[config.mk]
export PLATFORM = sky130hd
export DESIGN_NAME = bus_arbiter_rr
export DESIGN_NICKNAME = d
export VERILOG_FILES = /design/src/rtl/bus_arbiter_rr_pkg.sv /design/src/rtl/bus_arbiter_rr_pick.sv /design/src/rtl/bus_arbiter_rr.sv
export SDC_FILE = /design/constraint.sdc
export NUM_CORES = 1
export LEC_CHECK = 0
export BUFFER_PORTS_ARGS = -buffer_cell sky130_fd_sc_hd__buf_4
export CORE_MARGIN = 2
export CORE_UTILIZATION = 50
export DETAILED_ROUTE_END_ITERATION = 8
export GPL_TIMING_DRIVEN = 1
export PLACE_DENSITY_LB_ADDON = 0.1
export REMOVE_ABC_BUFFERS = 1
export SYNTH_ARGS = -nofsm -noshare
export SYNTH_HDL_FRONTEND = slang
export SYNTH_SLANG_ARGS = --single-unit
[constraint.sdc]
create_clock -name clk -period 4.15 [get_ports clk]
set_input_delay 0.83 -clock clk [delete_from_list [all_inputs] [get_ports clk]]
set_output_delay 0.83 -clock clk [all_outputs]
set_load 0.05 [all_outputs]
[src/rtl/bus_arbiter_rr_pkg.sv]
// Shared types and constants for the parallel-request bus arbiter.
package bus_arb_pkg;

    typedef enum logic [1:0] {
        IDLE    = 2'd0,
        GRANT   = 2'd1,
        HOLD    = 2'd2,
        PREEMPT = 2'd3
    } arb_state_t;

    localparam logic ARB_FIXED = 1'b0;
    localparam logic ARB_RR    = 1'b1;

endpackage

[src/rtl/bus_arbiter_rr_pick.sv]
// Masked priority encoder: lowest valid requester (fixed) or first valid
// requester at or after the pointer, wrapping (round-robin).
module rr_pick
    import bus_arb_pkg::*;
#(
    parameter int N = 4,
    parameter int W = (N > 1) ? $clog2(N) : 1
) (
    input  logic [N-1:0] req,
    input  logic [N-1:0] valid,
    input  logic [W-1:0] ptr,
    input  logic         mode,
    output logic [W-1:0] winner,
    output logic         found
);

    logic [N-1:0] cand;
    logic [W-1:0] sel;
    int           base;
    int           idx;

    always_comb begin
        cand   = req & valid;
        base   = (mode == ARB_RR) ? int'(ptr) : 0;
        idx    = 0;
        sel    = '0;
        winner = '0;
        found  = 1'b0;
        for (int k = 0; k < N; k++) begin
            idx = (base + k) % N;
            sel = W'(idx);
            if (!found && cand[sel]) begin
                found  = 1'b1;
                winner = sel;
            end
        end
    end

endmodule

[src/rtl/bus_arbiter_rr.sv]
// N-master / M-slave bus arbiter with fixed or round-robin selection,
// hold-time preemption and a bounded release window with forced revoke.
//
//  state   | meaning
//  IDLE    | no grant, all selects 0; arbitrate among valid requests
//  GRANT   | first grant cycle; hold counter cleared
//  HOLD    | holder owns the bus; wall-clock hold counter runs
//  PREEMPT | holder asked to release; revoked when release window expires
module bus_arbiter_rr
    import bus_arb_pkg::*;
#(
    parameter int NO_MASTERS = 4,
    parameter int NO_SLAVES  = 3,
    parameter int THRESH     = 1000,
    parameter int REL_WAIT   = 16,
    parameter int S_ID_WIDTH = $clog2(NO_SLAVES + 1),
    parameter int M_ID_WIDTH = $clog2(NO_MASTERS)
) (
    input  logic                             clk,
    input  logic                             rst,
    input  logic                             mode,
    input  logic [NO_MASTERS-1:0]            req,
    input  logic [NO_MASTERS*S_ID_WIDTH-1:0] req_sid,
    input  logic [NO_MASTERS-1:0]            done,
    input  logic                             ready,
    output logic [NO_MASTERS-1:0]            grant,
    output logic [NO_MASTERS-1:0]            preempt,
    output logic [M_ID_WIDTH-1:0]            m_select,
    output logic [S_ID_WIDTH-1:0]            s_select,
    output logic [S_ID_WIDTH+M_ID_WIDTH-1:0] bus_state,
    output logic                             busy
);

    localparam int HW = $clog2(THRESH + 1);
    localparam int RW = $clog2(REL_WAIT + 1);

    arb_state_t            state;
    logic [HW-1:0]         hold_cnt;
    logic [RW-1:0]         rel_cnt;
    logic [M_ID_WIDTH-1:0] rr_ptr;
    logic [M_ID_WIDTH-1:0] winner;
    logic                  found;
    logic [S_ID_WIDTH-1:0] sid_arr [NO_MASTERS];
    logic [NO_MASTERS-1:0] sid_ok;
    logic                  holder_done;
    logic                  other_req;

    // Slave ready does not gate the hold counter: hold time is wall-clock.
    logic unused_ready;
    assign unused_ready = ready;

    always_comb begin
        for (int i = 0; i < NO_MASTERS; i++) begin
            sid_arr[i] = req_sid[i*S_ID_WIDTH +: S_ID_WIDTH];
            sid_ok[i]  = (sid_arr[i] != '0) && (int'(sid_arr[i]) <= NO_SLAVES);
        end
    end

    assign holder_done = done[m_select];
    assign other_req   = |(req & sid_ok & ~grant);
    assign bus_state   = {s_select, m_select};

    rr_pick #(.N(NO_MASTERS), .W(M_ID_WIDTH)) u_pick (
        .req    (req),
        .valid  (sid_ok),
        .ptr    (rr_ptr),
        .mode   (mode),
        .winner (winner),
        .found  (found)
    );

    always_ff @(posedge clk) begin
        if (rst) begin
            state    <= IDLE;
            grant    <= '0;
            preempt  <= '0;
            m_select <= '0;
            s_select <= '0;
            busy     <= 1'b0;
            hold_cnt <= '0;
            rel_cnt  <= '0;
            rr_ptr   <= '0;
        end else begin
            case (state)
                IDLE: begin
                    if (found) begin
                        state    <= GRANT;
                        grant    <= NO_MASTERS'(1) << winner;
                        m_select <= winner;
                        s_select <= sid_arr[winner];
                        busy     <= 1'b1;
                        rr_ptr   <= (winner == M_ID_WIDTH'(NO_MASTERS - 1)) ? '0 : winner + 1'b1;
                    end
                end
                GRANT: begin
                    hold_cnt <= '0;
                    state    <= HOLD;
                end
                HOLD: begin
                    // A done in the threshold cycle takes priority over preemption.
                    if (holder_done) begin
                        state    <= IDLE;
                        grant    <= '0;
                        preempt  <= '0;
                        m_select <= '0;
                        s_select <= '0;
                        busy     <= 1'b0;
                    end else if (hold_cnt != HW'(THRESH)) begin
                        hold_cnt <= hold_cnt + 1'b1;
                    end else if (other_req) begin
                        state   <= PREEMPT;
                        preempt <= grant;
                        rel_cnt <= '0;
                    end
                end
                PREEMPT: begin
                    if (holder_done || (rel_cnt == RW'(REL_WAIT - 1))) begin
                        state    <= IDLE;
                        grant    <= '0;
                        preempt  <= '0;
                        m_select <= '0;
                        s_select <= '0;
                        busy     <= 1'b0;
                    end else begin
                        rel_cnt <= rel_cnt + 1'b1;
                    end
                end
                default: state <= IDLE;
            endcase
        end
    end

endmodule

==> results of run 1 <==
==> sequential cells by signal, summed over array words and instances (netlist names) <==
name      count
hold_cnt     10
rel_cnt       5
preempt       4
busy          1
grant         4
rr_ptr        2
s_select      2
state         2
m_select      2
==> critical path, stage by stage <==
cell,delay (ns)
buf_4,0.12
o21a_1,0.23
mux4_2,0.54
o31ai_2,0.22
a22oi_2,0.10
o31ai_4,0.47
mux2i_1,0.27
mux2i_1,0.09
a22o_1,0.23
==> power breakdown <==
group | total (mW) | internal [mW] | switching [mW]
sequential | 0.372 | 0.335 | 0.0371
combinational | 0.398 | 0.147 | 0.252
clock | 0.294 | 0.178 | 0.116
total | 1.06 | 0.659 | 0.404
==> layer usage <==
layer,vias to the layer above,global-route usage [%],share of wire [%]
met5,-,0,0
met3,7,4.795,5.0
li1,889,-,-
met1,771,27.09,47
met4,0,6.250,1.2
met2,46,34.95,47
==> stage by stage <==
stage,total power [mW],utilization (%)
after floorplan,0.6635,-
after global placement,0.7730,58.44
after detailed placement,0.7758,58.44
after CTS,1.070,61.38
after global routing,1.129,61.38
final,1.064,61.38
==> path summary, 6_finish.rpt <==
path         slack, ns     endpoint       start
max reg2reg       1.48  s_select[1]   rr_ptr[1]
max               1.22  s_select[1]  req_sid[0]
min reg2reg       0.47   preempt[0]  preempt[0]
min               0.47   preempt[0]  preempt[0]
==> synthesized netlist by cell type (3+ instances only) <==
| cell type | n |
|---|---|
| buf_4 | 4 |
| nor3_1 | 6 |
| o21a_1 | 5 |
| nand4_1 | 3 |
| nand3_1 | 10 |
| mux2i_1 | 7 |
| inv_1 | 6 |
| dfxtp_1 | 32 |
| a22oi_1 | 5 |
| nand2_1 | 25 |
| ha_1 | 8 |
| o21ai_0 | 12 |
| a21oi_1 | 19 |
| clkbuf_1 | 7 |
| nand2b_1 | 8 |
| o22ai_1 | 3 |
| xor2_1 | 6 |
| nor2_1 | 35 |
==> cells by family (layout without fill, tap and decap cells) <==
| family | after synthesis | in the layout | synth area share (%) |
|---|---|---|---|
| muxes | 10 | 10 | 6.671 |
| adders and majority gates | 8 | 8 | 5.284 |
| buffers and inverters | 20 | 49 | 5.284 |
| DFF | 32 | 32 | 33.82 |
| and+or+nand+nor | 101 | 101 | 24.84 |
| AOI/OAI and AO/OA | 60 | 60 | 20.87 |
| xor gates and xnor gates | 7 | 7 | 3.237 |
==> cell type report <==
type                            count  area, um^2
Timing Repair Buffer               35       262.8
Clock inverter                      2       35.03
Tap cell                           48       60.06
Inverter                            6       22.52
Multi-Input combinational cell    186        1154
Clock buffer                        6       72.57
Sequential cell                    32       640.6
Fill cell                         349        1414
==> flow_summary.json, run 1 <==
{
  "grtUsageTotal_pct": 21.02,
  "crit_type": "primary input to flip-flop",
  "ys_seq_area_share_pct": 33.82,
  "routed_wl_mm": 4.101,
  "max_cap_viol_count": 0,
  "clk_latency_ns": 0.28,
  "hold_violations": 0,
  "preCtsSetupSlack_ns": 0.9003,
  "cp_max_fo": 8,
  "gp_congestion": 0.8327,
  "synth_top_cell_by_area": "dfxtp_1",
  "slew_violations": 0,
  "post-route-min-period_ns": 2.928,
  "postLayoutCellArea_mm2": 0.002247,
  "fin_setup_tns_ns": 0,
  "synth_top_area_share_pct": 33.82,
  "crit_required_ns": 4.32,
  "htreeDepth": 2,
  "rows": 22,
  "fin_skew_ns": 0.006600,
  "syn_area_mm2": 0.001894,
  "p_per_area_mw_per_mm2": 473.5,
  "place_inst": 307,
  "cts.sinks": 32,
  "critPathArrivalTime_ns": 3.10,
  "synth_cell_type_count": 45,
  "dieArea_mm2": 0.004297,
  "p_leak_nw": 0.8996,
  "drt-initial-drc-count": 83,
  "synth_edf_count": 0,
  "synthArstFlopShare_pct": 0,
  "grt_pass1_wl_mm": 7.127,
  "drc": 0,
  "relSlewSlack_pct": 40.26,
  "status": "completed",
  "setup_slack_ns": 1.222,
  "num-nets-final": 294,
  "postCtsHoldBufs": 0,
  "hp-class": "flip-flop to flip-flop",
  "clk_pin_slew_worst_paths_ns": 0.07,
  "diodes": 0,
  "ir_drop_mv": 0.3878,
  "min_path_cells": 2,
  "synth_top_cells_by_area": "dfxtp_1 34%, nor2_1 6.9%, ha_1 5.3%, a21oi_1 5.0%, nand2_1 5.0%",
  "cts_resized": 0,
  "r2r_cells": 8,
  "detailroute.via_count": 1713,
  "grt_overflow_total": 0,
  "cts_setup_buffers": 0,
  "syn_area_per_cell_um2": 7.959,
  "drt.antenna.violating_nets": 0,
  "drive_above_1_share_pct": 19.48,
  "fp.dieH_um": 65.55,
  "stdcell_count": 315,
  "yosys_register_bits": 32,
  "place_area_mm2": 0.002140,
  "io_pins": 37,
  "min_period_over_period_pct": 70.56,
  "core_area_mm2": 0.003661,
  "yosys_warnings": 0,
  "areaGrowthSynthToFinish_pct": 18.63,
  "max_slew.worst_pin.slew_ns": 0.8893,
  "antenna_found_initial": 0,
  "grt_max_degree": 27,
  "vias_per_cell": 5.438,
  "holdWs_ns": 0.4747,
  "grt_pass1_vias": 1602,
  "rsz0062_at_grt": "false",
  "post-dp-hpwl_mm": 2.995,
  "dr.pass1.iters": 4,
  "cts_tree": "yes",
  "cts_buffers": 5,
  "synth_top_flop_cell": "dfxtp_1",
  "clock.fmax_mhz": 341.5,
  "layout.cells.most_common_list": "35 x nor2_1, 35 x buf_4, 32 x dfxtp_1",
  "cts-root-buf": "clkbuf_8",
  "setup_viol_count_final": 0,
  "clockBufferDepth": 2,
  "port_buffers": 35,
  "start_util_pct": 51.74,
  "endpoint_kind": "flip-flop",
  "fp.dieW_um": 65.55,
  "worst_setup_path_start_kind": "primary input",
  "synth_cells": 238,
  "wire_per_inst_um": 13.02
}
No activity file was read; power rests on OpenSTA's default activity.
==> inputs of run 2 (changes only) <==
==> constraint.sdc (replaced) <==
create_clock -name clk -period 2.9 [get_ports clk]
set_input_delay 0.58 -clock clk [delete_from_list [all_inputs] [get_ports clk]]
set_output_delay 0.58 -clock clk [all_outputs]
set_load 0.05 [all_outputs]
==> run 2 against run 1 <==
Die area stayed put. Clock skew is 0.0021 ns higher. Largest cell class unchanged. Clock power is 44% higher. Global-route usage is 1.5 points higher. Hold slack worse by 0.0038 ns. Sequential power is 43% higher. Worst setup slack worse by 0.86 ns.
==> flow_summary.json, run 2 (same netlist as run 1, synthesis figures left out) <==
{
  "r2r_slack_ns": 0.37,
  "cpPeakStageDelay_ns": 0.56,
  "ir_drop_mv": 0.4803,
  "cts-root-buf": "clkbuf_8",
  "grt_overflow_total": 0,
  "fp.dieH_um": 65.55,
  "clockBufferDepth": 2,
  "final_core_util_pct": 63.36,
  "grtUsageTotal_pct": 22.50,
  "grt_pass1_wl_mm": 7.465,
  "drc": 0,
  "drt.antenna.violating_nets": 0,
  "postLayoutCellArea_mm2": 0.002320,
  "setup_viol_count_final": 0,
  "fp.dieW_um": 65.55,
  "rsz0062_at_grt": "false",
  "clk_latency_ns": 0.29,
  "finalPower_mw": 1.569,
  "max_cap_viol_count": 0,
  "worst_setup_path_start_kind": "flip-flop",
  "diodes": 0,
  "p_leak_nw": 0.9429,
  "top_register": "hold_cnt",
  "endpoint_kind": "flip-flop",
  "routed_wl_mm": 4.238,
  "antenna_found_initial": 0,
  "start_util_pct": 51.74,
  "vias_per_cell": 5.579,
  "place_area_mm2": 0.002212,
  "areaGrowthSynthToFinish_pct": 22.46,
  "post-dp-hpwl_mm": 3.148,
  "hp-class": "flip-flop to flip-flop",
  "hold_violations": 0,
  "holdWs_ns": 0.4708,
  "fin_setup_tns_ns": 0,
  "clock.fmax_mhz": 394.8,
  "clk_pin_slew_worst_paths_ns": 0.07,
  "postCtsHoldBufs": 0,
  "core_area_mm2": 0.003661,
  "cp_cell_sequence": "and2_4 > mux4_2 > o31ai_2 > a22oi_2 > o31ai_4 > buf_12 > mux2i_1 > mux2i_1 > a22o_1",
  "min_path_cells": 2,
  "reg_top3": "hold_cnt x10, rel_cnt x5",
  "grt_pass1_vias": 1654,
  "slew_violations": 0,
  "io_pins": 37,
  "r2r-start": "rr_ptr[1]",
  "wire_per_inst_um": 13.12,
  "min_period_over_period_pct": 87.35,
  "cts.sinks": 32,
  "status": "completed",
  "htreeDepth": 2,
  "gp_congestion": 0.8478,
  "drt-initial-drc-count": 90,
  "dieArea_mm2": 0.004297,
  "cts_tree": "yes",
  "relSlewSlack_pct": 35.44,
  "largest_reg_flops": 10,
  "slowest_stage": "mux4_2",
  "crit_start": "rr_ptr[1]",
  "cts_buffers": 5,
  "worstHoldStart": "preempt[3]",
  "cts_setup_buffers": 0,
  "drive_above_1_share_pct": 21.82,
  "critPathArrivalTime_ns": 2.71,
  "r2r_cells": 9,
  "rows": 22,
  "cp_max_fo": 8,
  "max_slew.worst_pin.slew_ns": 0.9609,
  "min_to": "preempt[3]",
  "fin_skew_ns": 0.008670,
  "layout.cells.most_common_list": "42 x buf_4, 35 x nor2_1, 32 x dfxtp_1",
  "detailroute.via_count": 1802,
  "grt_max_degree": 27,
  "port_buffers": 35,
  "crit_required_ns": 3.08,
  "p_per_area_mw_per_mm2": 676.5,
  "crit_type": "flip-flop to flip-flop",
  "num-nets-final": 302,
  "timing.rr.end": "s_select[1]",
  "layout_commonest_cell": "buf_4",
  "cpMostUsedCell": "mux2i_1",
  "cts_resized": 0,
  "dr.pass1.iters": 5,
  "final.fill_count": 323,
  "post-route-min-period_ns": 2.533
}
-- run 2: changes by cell type in the layout (fill, tap and decap cells not counted), sizes merged --
| cell | before | now |
|---|---|---|
| buf | 35 | 43 |
-- run 2: critical path: cells and delay by family (launching register included) --
family,cells,cell delay (ns)
flip-flops,1,0.41
AO/OA/AOI/OAI,4,0.78
buffers and inverters,1,0.16
AND/OR/NAND/NOR,1,0.21
multiplexers,3,0.85
-- run 2: final cells by class --
| cell class | count | area [um^2] | area share [%] |
|---|---|---|---|
| sequential | 32 | 640.6 | 27.62 |
| clock buffer | 6 | 72.57 | 3.128 |
| timing repair buffer | 43 | 335.3 | 14.46 |
| multi-input combinational | 186 | 1154 | 49.73 |
| tap | 48 | 60.06 | 2.589 |
| inverter | 6 | 22.52 | 0.9709 |
| clock inverter | 2 | 35.03 | 1.510 |
-- run 2: how the worst max path moves through the flow --
stage / to / slack, ns
floorplan: rel_cnt[3] / 0.13
global placement: s_select[1] / 0.1
detailed placement: s_select[1] / 0.08
CTS: s_select[1] / 0.35
global route: s_select[1] / 0.19
finish: s_select[1] / 0.37
-- run 2: routing by layer --
layer,share of wire (%),GRT usage (%)
met1,46,28.15
met4,1.5,7.813
met5,0,0
met2,47,37.37
met3,5.5,5.822
-- run 2: stage by stage --
| stage | setup WS, ns | std cells |
|---|---|---|
| after floorplan | 0.1315 | 224 |
| after global placement | 0.09597 | 315 |
| after detailed placement | 0.08093 | 315 |
| after CTS | 0.3474 | 323 |
| after global routing | 0.1919 | 323 |
| final | 0.3668 | 323 |
-- run 2: where the power goes --
part	internal (mW)	leakage, nW	total, mW	switching (mW)
Sequential	0.479	0.260	0.532	0.0528
Clock	0.255	0.0552	0.422	0.168
Combinational	0.241	0.628	0.615	0.374
==> inputs of run 3 (changes only) <==
--- a/config.mk
+++ b/config.mk
@@ -7,7 +7,7 @@
 export LEC_CHECK = 0
 export BUFFER_PORTS_ARGS = -buffer_cell sky130_fd_sc_hd__buf_4
 export CORE_MARGIN = 2
-export CORE_UTILIZATION = 50
+export CORE_UTILIZATION = 49
 export DETAILED_ROUTE_END_ITERATION = 8
 export GPL_TIMING_DRIVEN = 1
 export PLACE_DENSITY_LB_ADDON = 0.1
==> constraint.sdc (replaced) <==
create_clock -name clk -period 2.2 [get_ports clk]
set_input_delay 0.44 -clock clk [delete_from_list [all_inputs] [get_ports clk]]
set_output_delay 0.44 -clock clk [all_outputs]
set_load 0.05 [all_outputs]
==> run 3 against run 2 <==
The run now ends with negative setup slack left. Fmax is 6.0% higher. First-iteration DRC count is 100% higher. Count of clock-buffer cells in the layout is 1 higher. Critical path type unchanged. Largest power group unchanged. Sequential share of layout area is 3.3 points lower.
==> flow_summary.json, run 3 (same netlist as run 1, synthesis figures left out) <==
{
  "io_pins": 37,
  "core_area_mm2": 0.003689,
  "clockBufferDepth": 2,
  "routed_wl_mm": 4.984,
  "grt_max_degree": 27,
  "drt.antenna.violating_nets": 0,
  "clock.fmax_mhz": 418.5,
  "crit_type": "flip-flop to flip-flop",
  "layout.cells.most_common_list": "76 x buf_4, 34 x nor2_1, 31 x dfxtp_1",
  "relSlewSlack_pct": 39.08,
  "violations": "negative setup slack",
  "cts.sinks": 32,
  "setup_slack_ns": -0.1895,
  "cpMostUsedCell": "o31ai_4",
  "clk_pin_slew_worst_paths_ns": 0.07,
  "critPathArrivalTime_ns": 2.56,
  "drive_above_1_share_pct": 34.52,
  "largest_reg_flops": 10,
  "pwr-share-clk_pct": 21.7,
  "hold_violations": 0,
  "drt-initial-drc-count": 181,
  "grt_pass1_wl_mm": 7.734,
  "slew_violations": 0,
  "post-dp-hpwl_mm": 3.543,
  "max_cap_viol_count": 0,
  "wire_per_inst_um": 13.92,
  "detailroute.via_count": 1961,
  "place_inst": 347,
  "grt_overflow_total": 0,
  "fp.dieH_um": 66.18,
  "ir_drop_mv": 0.6225,
  "rsz0062_at_grt": "true",
  "cts_buffers": 5,
  "grtUsageTotal_pct": 22.91,
  "areaGrowthSynthToFinish_pct": 39.63,
  "netSwitchingFraction_pct": 38.44,
  "setup_viol_count_final": 8,
  "grt_pass1_vias": 1718,
  "crit_required_ns": 2.37,
  "drc": 0,
  "min_period_over_period_pct": 108.6,
  "fin_skew_ns": 0.008391,
  "power_frac_comb_pct": 46.5,
  "preCtsSetupSlack_ns": -0.4632,
  "postLayoutCellArea_mm2": 0.002645,
  "p_int_mw": 1.345,
  "htreeDepth": 2,
  "status": "finished, violations left",
  "clk_latency_ns": 0.28,
  "p_per_area_mw_per_mm2": 826.3,
  "endpoint_kind": "flip-flop",
  "dr.pass1.iters": 5,
  "cp_cell_sequence": "and2_4 > mux4_2 > o31ai_4 > a22oi_2 > o31ai_4 > buf_12 > mux2i_2 > mux2i_1 > a22o_1",
  "fin_setup_tns_ns": -0.8809,
  "gp_congestion": 0.8558,
  "reg_top3": "hold_cnt x10, rel_cnt x5",
  "cp_max_fo": 6,
  "slowest_stage": "mux4_2",
  "diodes": 0,
  "p_sw_mw": 0.8400,
  "cts-root-buf": "clkbuf_8",
  "rows": 22,
  "post-route-min-period_ns": 2.390,
  "num-nets-final": 337,
  "place_area_mm2": 0.002452,
  "port_buffers": 35,
  "top_register": "hold_cnt",
  "power_frac_seq_pct": 31.8,
  "cts_tree": "yes",
  "antenna_found_initial": 0,
  "hp-class": "flip-flop to flip-flop",
  "postCtsHoldBufs": 0,
  "cpPeakStageDelay_ns": 0.57,
  "p_leak_nw": 1.105,
  "max_slew.worst_pin.slew_ns": 0.9068,
  "layout_commonest_cell": "buf_4",
  "vias_per_cell": 5.478,
  "start_util_pct": 51.36,
  "final.fill_count": 299,
  "dieArea_mm2": 0.004379,
  "stdcell_count": 358,
  "fp.dieW_um": 66.18,
  "worst_setup_path_start_kind": "flip-flop"
}
-- run 3: cell types whose count changed in the layout (fill, tap and decap cells not counted), sizes merged --
cell | previous run | this run
buf | 43 | 78
bufinv | 1 | 0
clkbuf | 6 | 7
clkinv | 1 | 0
clkinvlp | 0 | 1
-- run 3: power by group through the flow --
stage,combinational (mW),clock [mW],sequential (mW)
finish,1.02,0.475,0.695
global route,1.09,0.515,0.701
CTS,0.988,0.487,0.693
detailed placement,0.946,0,0.703
global placement,0.935,0,0.704
floorplan,0.381,0,0.870
-- run 3: cell type report --
| type | instances | area (um^2) | area share, % |
|---|---|---|---|
| sequential | 32 | 641.9 | 24.27 |
| clock buffer | 7 | 86.33 | 3.264 |
| clock inverter | 1 | 7.507 | 0.2838 |
| timing repair buffer | 78 | 601.8 | 22.75 |
| multi-input combinational | 186 | 1225 | 46.31 |
| inverter | 6 | 22.52 | 0.8515 |
| tap | 48 | 60.06 | 2.271 |
-- run 3: metal layers --
metal,routed length (um),up-vias,global-route usage (%)
met5,0,-,0
met4,15,0,6.122
met3,309,2,5.111
met2,2432,75,38.75
met1,2227,906,29.18
li1,-,978,-
-- run 3: worst max-delay path: cells and delay by family, from the launching register on --
family                 cells  cell delay [ns]
AOI/OAI and AO/OA          4             0.76
and+or+nand+nor            1             0.15
DFF                        1             0.34
buffers and inverters      1             0.16
muxes                      3             0.86
-- run 3: worst paths after layout --
check,start,endpoint,slack (ns),depth (start not counted)
hold reg to reg,preempt[3],preempt[3],0.48,2
hold / removal,preempt[3],preempt[3],0.48,2
setup reg to reg,rr_ptr[1],s_select[1],-0.19,9
setup / recovery,rr_ptr[1],s_select[1],-0.19,9
-- run 3: per-stage QoR --
step | utilization (%) | total power, mW | hold WS, ns
3_5_place_dp | 66.49 | 1.649 | 0.4644
3_3_place_gp | 66.49 | 1.640 | 0.4564
2_1_floorplan | - | 1.252 | 0.4431
6_report | 71.71 | 2.185 | 0.4761
4_1_cts | 70.25 | 2.167 | 0.4761
5_1_grt | 71.71 | 2.304 | 0.4971
-- run 3: what timing repair did --
action,in CTS,in global routing
gates resized for setup,7,9
buffers inserted,3,0
endpoints found under the setup margin,6,18
pin swaps,4,0
